===== src/rtl/fib_seq_pkg.sv =====
// Shared types and constants for the Fibonacci-series sequencer that drives
// the lab register-file + ALU datapath.
package fib_seq_pkg;

    // Sequencer states; encoding is fixed here so every user agrees on it.
    typedef enum logic [2:0] {
        IDLE  = 3'd0,
        SEED0 = 3'd1,
        SEED1 = 3'd2,
        CALC  = 3'd3,
        FIN   = 3'd4
    } state_t;

    // ALU opcode for addition; the only operation this sequencer issues.
    localparam logic [2:0] ALU_ADD = 3'b000;

    // Regfile write-data mux selections.
    localparam logic WSEL_SEED = 1'b0;
    localparam logic WSEL_ALU  = 1'b1;

endpackage : fib_seq_pkg


===== src/rtl/fib_seq_ctrl.sv =====
// Fibonacci-series sequencer. On an accepted start it writes seed0 and seed1
// into r[BASE] and r[BASE+1], then has the ALU add the two previous registers
// and writes each sum into the next register, one write per cycle, until n
// terms exist or the ALU reports signed overflow.
//
// All outputs are registered: the next-state logic also computes the output
// values belonging to the next state, so every output changes exactly on the
// clock edge that enters the corresponding state.
module fib_seq_ctrl
    import fib_seq_pkg::*;
#(
    parameter int ADDR_W = 5,
    parameter int DATA_W = 32,
    parameter int N_REGS = 32,
    parameter int BASE   = 1
) (
    input  logic              clk,
    input  logic              rst,
    input  logic              start,
    input  logic [DATA_W-1:0] seed0,
    input  logic [DATA_W-1:0] seed1,
    input  logic [ADDR_W-1:0] count,
    input  logic              alu_ovf,
    output logic [ADDR_W-1:0] rf_raddr_a,
    output logic [ADDR_W-1:0] rf_raddr_b,
    output logic [ADDR_W-1:0] rf_waddr,
    output logic              rf_we,
    output logic              rf_wsel,
    output logic [DATA_W-1:0] seed_data,
    output logic [2:0]        alu_op,
    output logic              busy,
    output logic              done,
    output logic              ovf
);

    // Index and length carry one extra bit so BASE+i and N_REGS-BASE never wrap.
    localparam int IDX_W = ADDR_W + 1;
    localparam logic [IDX_W-1:0] MAX_N  = IDX_W'(N_REGS - BASE);
    localparam logic [IDX_W-1:0] BASE_I = IDX_W'(BASE);
    localparam logic [IDX_W-1:0] IDX_0  = IDX_W'(32'd0);
    localparam logic [IDX_W-1:0] IDX_1  = IDX_W'(32'd1);
    localparam logic [IDX_W-1:0] IDX_2  = IDX_W'(32'd2);

    // Internal state and latched request
    state_t            state_r;
    logic [IDX_W-1:0]  i_r;
    logic [IDX_W-1:0]  n_r;
    logic [DATA_W-1:0] seed0_r;
    logic [DATA_W-1:0] seed1_r;
    logic              ovf_r;

    // Next values of the internal state
    state_t            state_nxt_s;
    logic [IDX_W-1:0]  i_nxt_s;
    logic [IDX_W-1:0]  n_nxt_s;
    logic [DATA_W-1:0] seed0_nxt_s;
    logic [DATA_W-1:0] seed1_nxt_s;
    logic              ovf_nxt_s;

    // Next values of the registered outputs
    logic [ADDR_W-1:0] raddr_a_nxt_s;
    logic [ADDR_W-1:0] raddr_b_nxt_s;
    logic [ADDR_W-1:0] waddr_nxt_s;
    logic              we_nxt_s;
    logic              wsel_nxt_s;
    logic [DATA_W-1:0] seed_data_nxt_s;
    logic [2:0]        alu_op_nxt_s;
    logic              busy_nxt_s;
    logic              done_nxt_s;

    // Effective length clipped so the last write lands on r[N_REGS-1]
    logic [IDX_W-1:0]  count_ext_s;
    logic [IDX_W-1:0]  n_clip_s;

    assign count_ext_s = {1'b0, count};
    assign n_clip_s    = (count_ext_s < MAX_N) ? count_ext_s : MAX_N;

    // Next-state logic: sequencing, index advance, seed latching and overflow flag
    always_comb begin
        state_nxt_s = state_r;
        i_nxt_s     = i_r;
        n_nxt_s     = n_r;
        seed0_nxt_s = seed0_r;
        seed1_nxt_s = seed1_r;
        ovf_nxt_s   = ovf_r;
        case (state_r)
            IDLE: begin
                if (start) begin
                    seed0_nxt_s = seed0;
                    seed1_nxt_s = seed1;
                    n_nxt_s     = n_clip_s;
                    ovf_nxt_s   = 1'b0;
                    i_nxt_s     = IDX_0;
                    if (n_clip_s == IDX_0) begin
                        state_nxt_s = FIN;
                    end else begin
                        state_nxt_s = SEED0;
                    end
                end else begin
                    state_nxt_s = IDLE;
                end
            end
            SEED0: begin
                if (n_r == IDX_1) begin
                    state_nxt_s = FIN;
                end else begin
                    state_nxt_s = SEED1;
                end
            end
            SEED1: begin
                i_nxt_s = IDX_2;
                if (n_r == IDX_2) begin
                    state_nxt_s = FIN;
                end else begin
                    state_nxt_s = CALC;
                end
            end
            CALC: begin
                // The write of an overflowing sum still happens; only the run stops.
                if (alu_ovf) begin
                    ovf_nxt_s   = 1'b1;
                    state_nxt_s = FIN;
                end else if (i_r == (n_r - IDX_1)) begin
                    state_nxt_s = FIN;
                end else begin
                    i_nxt_s     = i_r + IDX_1;
                    state_nxt_s = CALC;
                end
            end
            FIN: begin
                // A start seen here is dropped: the next accept happens in IDLE.
                state_nxt_s = IDLE;
            end
            default: begin
                state_nxt_s = IDLE;
            end
        endcase
    end

    // Output decode for the state being entered, so outputs can be registered
    always_comb begin
        raddr_a_nxt_s   = {ADDR_W{1'b0}};
        raddr_b_nxt_s   = {ADDR_W{1'b0}};
        waddr_nxt_s     = {ADDR_W{1'b0}};
        we_nxt_s        = 1'b0;
        wsel_nxt_s      = WSEL_SEED;
        seed_data_nxt_s = {DATA_W{1'b0}};
        alu_op_nxt_s    = ALU_ADD;
        done_nxt_s      = 1'b0;
        case (state_nxt_s)
            SEED0: begin
                we_nxt_s        = 1'b1;
                wsel_nxt_s      = WSEL_SEED;
                waddr_nxt_s     = ADDR_W'(BASE_I);
                seed_data_nxt_s = seed0_nxt_s;
            end
            SEED1: begin
                we_nxt_s        = 1'b1;
                wsel_nxt_s      = WSEL_SEED;
                waddr_nxt_s     = ADDR_W'(BASE_I + IDX_1);
                seed_data_nxt_s = seed1_nxt_s;
            end
            CALC: begin
                raddr_a_nxt_s = ADDR_W'(BASE_I + i_nxt_s - IDX_2);
                raddr_b_nxt_s = ADDR_W'(BASE_I + i_nxt_s - IDX_1);
                waddr_nxt_s   = ADDR_W'(BASE_I + i_nxt_s);
                we_nxt_s      = 1'b1;
                wsel_nxt_s    = WSEL_ALU;
                alu_op_nxt_s  = ALU_ADD;
            end
            FIN: begin
                done_nxt_s = 1'b1;
            end
            default: begin
                done_nxt_s = 1'b0;
            end
        endcase
        if (state_nxt_s != IDLE) begin
            busy_nxt_s = 1'b1;
        end else begin
            busy_nxt_s = 1'b0;
        end
    end

    // State, latched request and registered outputs; reset clears everything at once
    always_ff @(posedge clk or posedge rst) begin
        if (rst) begin
            state_r    <= IDLE;
            i_r        <= IDX_0;
            n_r        <= IDX_0;
            seed0_r    <= {DATA_W{1'b0}};
            seed1_r    <= {DATA_W{1'b0}};
            ovf_r      <= 1'b0;
            rf_raddr_a <= {ADDR_W{1'b0}};
            rf_raddr_b <= {ADDR_W{1'b0}};
            rf_waddr   <= {ADDR_W{1'b0}};
            rf_we      <= 1'b0;
            rf_wsel    <= 1'b0;
            seed_data  <= {DATA_W{1'b0}};
            alu_op     <= 3'b000;
            busy       <= 1'b0;
            done       <= 1'b0;
        end else begin
            state_r    <= state_nxt_s;
            i_r        <= i_nxt_s;
            n_r        <= n_nxt_s;
            seed0_r    <= seed0_nxt_s;
            seed1_r    <= seed1_nxt_s;
            ovf_r      <= ovf_nxt_s;
            rf_raddr_a <= raddr_a_nxt_s;
            rf_raddr_b <= raddr_b_nxt_s;
            rf_waddr   <= waddr_nxt_s;
            rf_we      <= we_nxt_s;
            rf_wsel    <= wsel_nxt_s;
            seed_data  <= seed_data_nxt_s;
            alu_op     <= alu_op_nxt_s;
            busy       <= busy_nxt_s;
            done       <= done_nxt_s;
        end
    end

    assign ovf = ovf_r;

endmodule : fib_seq_ctrl


===== config.mk =====
export PLATFORM = sky130hd
export DESIGN_NAME = fib_seq_ctrl
export DESIGN_NICKNAME = d
export VERILOG_FILES = /design/src/rtl/fib_seq_pkg.sv /design/src/rtl/fib_seq_ctrl.sv
export SDC_FILE = /design/constraint.sdc
export NUM_CORES = 1
export LEC_CHECK = 0
export CORE_ASPECT_RATIO = 1.2
export CORE_MARGIN = 3
export CORE_UTILIZATION = 52
export CTS_BUF_LIST = sky130_fd_sc_hd__clkbuf_2 sky130_fd_sc_hd__clkbuf_4 sky130_fd_sc_hd__clkbuf_8
export DETAILED_ROUTE_END_ITERATION = 16
export PLACE_DENSITY_LB_ADDON = 0.2
export RECOVER_POWER = 50
export SYNTH_ARGS = -nofsm -noshare
export SYNTH_HDL_FRONTEND = slang
export SYNTH_SLANG_ARGS = --single-unit

===== constraint.sdc =====
create_clock -name clk -period 6 [get_ports clk]
set_input_delay 1.2 -clock clk [delete_from_list [all_inputs] [get_ports clk]]
set_output_delay 1.2 -clock clk [all_outputs]
set_load 0.02 [all_outputs]

==> run summary <==
Power spread over the standard cell area amounts to ~500 nW/um^2. The total vias in the final route came out at 3984. Dividing the final minimum period by the clock period gives 73.1%. The layout cell share with drive strength beyond 1 is 19.0%. The number of global-route vias before repair is 4117. The count of final hold-check violations is 0. The static leakage is approximately 3.3 nW. The fmax came out at 228 MHz. The share of synthesized area occupied by flip-flops and latches is a little under three fifths. Leaving out fill and tap cells, the most frequent cells in the layout are 130 x sky130_fd_sc_hd__dfrtp_1, 102 x sky130_fd_sc_hd__clkdlybuf4s50_1, 67 x sky130_fd_sc_hd__mux2_2.

The overall overflow remaining after global route came out at 0. After floorplanning, the core was sized to cover 10600 um^2. The worst setup path is launched from a flop. Counting along the longest clock path gives a buffer depth of 2. The switching power of the nets came out at about 1.3 mW.

The clock root buffer is sky130_fd_sc_hd__clkbuf_8. The TritonCTS sink count is 130. The detail-routed net length per standard cell came out at 17.2 um. The initial antenna violation count is 0. The data arrival time of the critical path is 4.70 ns.

The combined area of all synthesized cells is 5650 um^2. At the pin with the least slew margin, the transition time is 2.97 ns. The final critical delay including setup and external delays came out at 4.38 ns. The flow ran to the end, but the final reports show violations. The vertical die dimension came out at between 100 and 150 um.

In this run, the number of DRC markers left after iteration 0 of detailed routing was 191. Entering global routing, the biggest net connects 75 pins. The placed wire-length estimate came out at 8510 um.

The layout filler cell count is 800. The clock share of power is 20.7%. The combinational share of power is 41.4%. The insertion delay to the later sink of the worst-skew pair came out at between 0.4 and 0.5 ns.

For this block, the routed nets add up to 12700 um of wire. The vias per cell is 5.42. The final instance area came out at 7370 um^2. The number of max-slew violations in the final report came out at 70. The post-layout net count came out at between 600 and 700. The design internal power came out at 2.38 mW.

The library cell used most frequently in the layout, excluding fill and tap cells, is sky130_fd_sc_hd__dfrtp_1. The count of instances resized after the clock tree is built is 0. The proportion of total power due to net switching came out at between 30% and 40%. The number of synthesized flops with an enable pin came out at 0.

The cts-stage hold buffer count came out at 0. The number of buffers added by the clock tree synthesis step came out at 17. The floorplan step defined a die boundary enclosing 12200 um^2. Global routing used 22.0% of the available tracks. The share of Yosys cell area claimed by the top area cell type is a little under three fifths. A synthesized cell averages 11.9 um^2. Measured against its own limit, the worst slew margin works out to -99.0%.

Buffers added to address setup during post-CTS repair amount to 0. The wire length of the first global-routing pass is 20800 um. Setup repair after global routing left no endpoint under its margin. The area after detailed placement came out at about 7000 um^2. The worst setup path is captured at a flop.

The number of placed I/O pins is 128. The die extent in x is 101 um. The final setup violation count is 0. The clock tree from TritonCTS is yes. The share of synthesized registers carrying an async set or reset came out at 100%. Adding up every negative setup slack in the final design gives 0 ns. The relative area change from synthesis to final layout is 30.4%. The number of diodes added for antenna fixing came out at 0. Sequential cells account for 37.9% of the total power. The remaining number of nets flagged by the antenna check after routing is 0. The final reports fail on capacitance limit, slew limit. The total number of H-tree levels came out at 4.

The placed cell count came out at 704. The number of iterations in the first detailed-routing pass is 4. The final estimated routing congestion in global placement is slightly below 0.9. The synthesis-stage register bit count is between 100 and 150.

IR analysis of the VDD net gives a maximum drop of 0.000321 V. For the worst setup path, the data required time is 6.31 ns. The DRC violation count after routing is 0. The worst clock skew came out at between 0.007 and 0.008 ns. The count of different cell masters after synthesis is 47. By area the synthesized netlist is led by sky130_fd_sc_hd__dfrtp_1 58%, sky130_fd_sc_hd__mux2_2 13%, sky130_fd_sc_hd__nand4_1 4.0%. The synthesized instance count came out at 474. The total power is 3.72 mW. The highest fanout seen on the critical path came out at 8. Max-cap violations in this run came to 1. The biggest area contributor in the post-synthesis netlist is sky130_fd_sc_hd__dfrtp_1. The number of I/O port buffers came out at 124. Among all flip-flop cells after synthesis, the most frequent one is sky130_fd_sc_hd__dfrtp_1.

After clock tree synthesis, the clock-pin slew on the worst setup and hold paths is 0.07 ns. The non-filler instance count after layout is 735. The initial standard-cell utilization of the core came out at 53.5%. The critical path class is reg -> reg.

The number of standard-cell rows in the floorplan is approximately 40. The number of warnings reported in the yosys synthesis log came out at 0. The min-delay analysis places its worst path in the category reg -> reg.
==> power by group through the flow <==
stage / Clock, mW / Sequential (mW) / Combinational, mW
after global placement: 0 / 1.41 / 1.53
final: 0.771 / 1.41 / 1.54
after CTS: 0.789 / 1.41 / 1.59
after global routing: 0.832 / 1.45 / 1.69
after detailed placement: 0 / 1.43 / 1.58
after floorplan: 0 / 1.50 / 0.981
==> worst max-delay path: stages, from the launching register on <==
cell                        delay, ns
sky130_fd_sc_hd__dfrtp_1         0.44
sky130_fd_sc_hd__inv_1           0.11
sky130_fd_sc_hd__ha_1            0.32
sky130_fd_sc_hd__xnor2_1         0.13
sky130_fd_sc_hd__a2111oi_0       1.06
sky130_fd_sc_hd__a2111oi_0       0.32
sky130_fd_sc_hd__nor3b_2         0.50
sky130_fd_sc_hd__ha_1            0.38
sky130_fd_sc_hd__inv_1           0.13
sky130_fd_sc_hd__a2111oi_0       0.36
sky130_fd_sc_hd__o2111ai_1       0.16
sky130_fd_sc_hd__o221ai_1        0.13
sky130_fd_sc_hd__xor2_1          0.18
sky130_fd_sc_hd__nor2_1          0.05
==> cells by family after synthesis <==
kind of cell / Yosys count / share of synthesized area [%]
simple gates: 169 / 15.9
other cells: 1 / 0.0663
mux: 67 / 13.3
buf+inv: 42 / 3.25
fa+ha+maj: 8 / 1.77
compound gates: 45 / 6.13
flops: 130 / 57.5
xor+xnor: 12 / 1.99
==> layout make-up <==
class	count	area, um^2	area share [%]
multi-input cells	304	2210	30.0
clock buffers	19	262	3.55
well taps	129	161	2.19
flip-flops and latches	130	3250	44.1
repair buffers	130	1290	17.5
inverters	11	42.5	0.577
clock inverters	12	155	2.11
==> synth_stat cells (all sizes together) (7+ instances only) <==
| cell type | count |
|---|---|
| nand4 | 36 |
| mux2 | 67 |
| ha | 8 |
| nor2 | 18 |
| o21ai | 15 |
| nand3 | 8 |
| nand2b | 34 |
| dfrtp | 130 |
| buf | 7 |
| clkbuf | 24 |
| nand2 | 49 |
| inv | 11 |
==> sequential cells by signal, summed over array words and instances, names as in the netlist <==
signal / count
busy: 1
done: 1
i_r: 6
n_r: 5
ovf: 1
rf_raddr_a: 5
rf_raddr_b: 5
rf_waddr: 5
rf_we: 1
rf_wsel: 1
seed0_r: 32
seed1_r: 32
seed_data: 32
state_r: 3
==> stage by stage <==
step                util (%)  setup WS, ns  hold slack (ns)
finish                  69.7          1.62            0.500
detailed placement      66.0          1.95            0.486
global placement        66.0          2.07            0.480
CTS                     70.0          2.39            0.501
global route            69.7          1.20            0.513
floorplan                  -          1.33            0.473
==> layer usage <==
| layer | wire length [um] | track usage [%] |
|---|---|---|
| met5 | 0 | 0 |
| met4 | 94 | 5.24 |
| met2 | 6380 | 35.3 |
| met1 | 5410 | 29.1 |
| met3 | 793 | 7.44 |
==> worst paths after layout <==
kind                             startpoint       endpoint  slack (ns)  depth (start not counted)
worst max-delay path                 n_r[0]  rf_raddr_a[4]        1.62                         13
min in group asynchronous               rst    seed1_r[28]        2.07                          2
worst max register to register       n_r[0]  rf_raddr_a[4]        1.62                         13
worst min-delay path            seed0_r[25]    seed0_r[25]        0.50                          1
worst min register to register  seed0_r[25]    seed0_r[25]        0.50                          1
max in group asynchronous               rst    seed0_r[14]        2.47                          3
(Power assumes the default switching activity.)
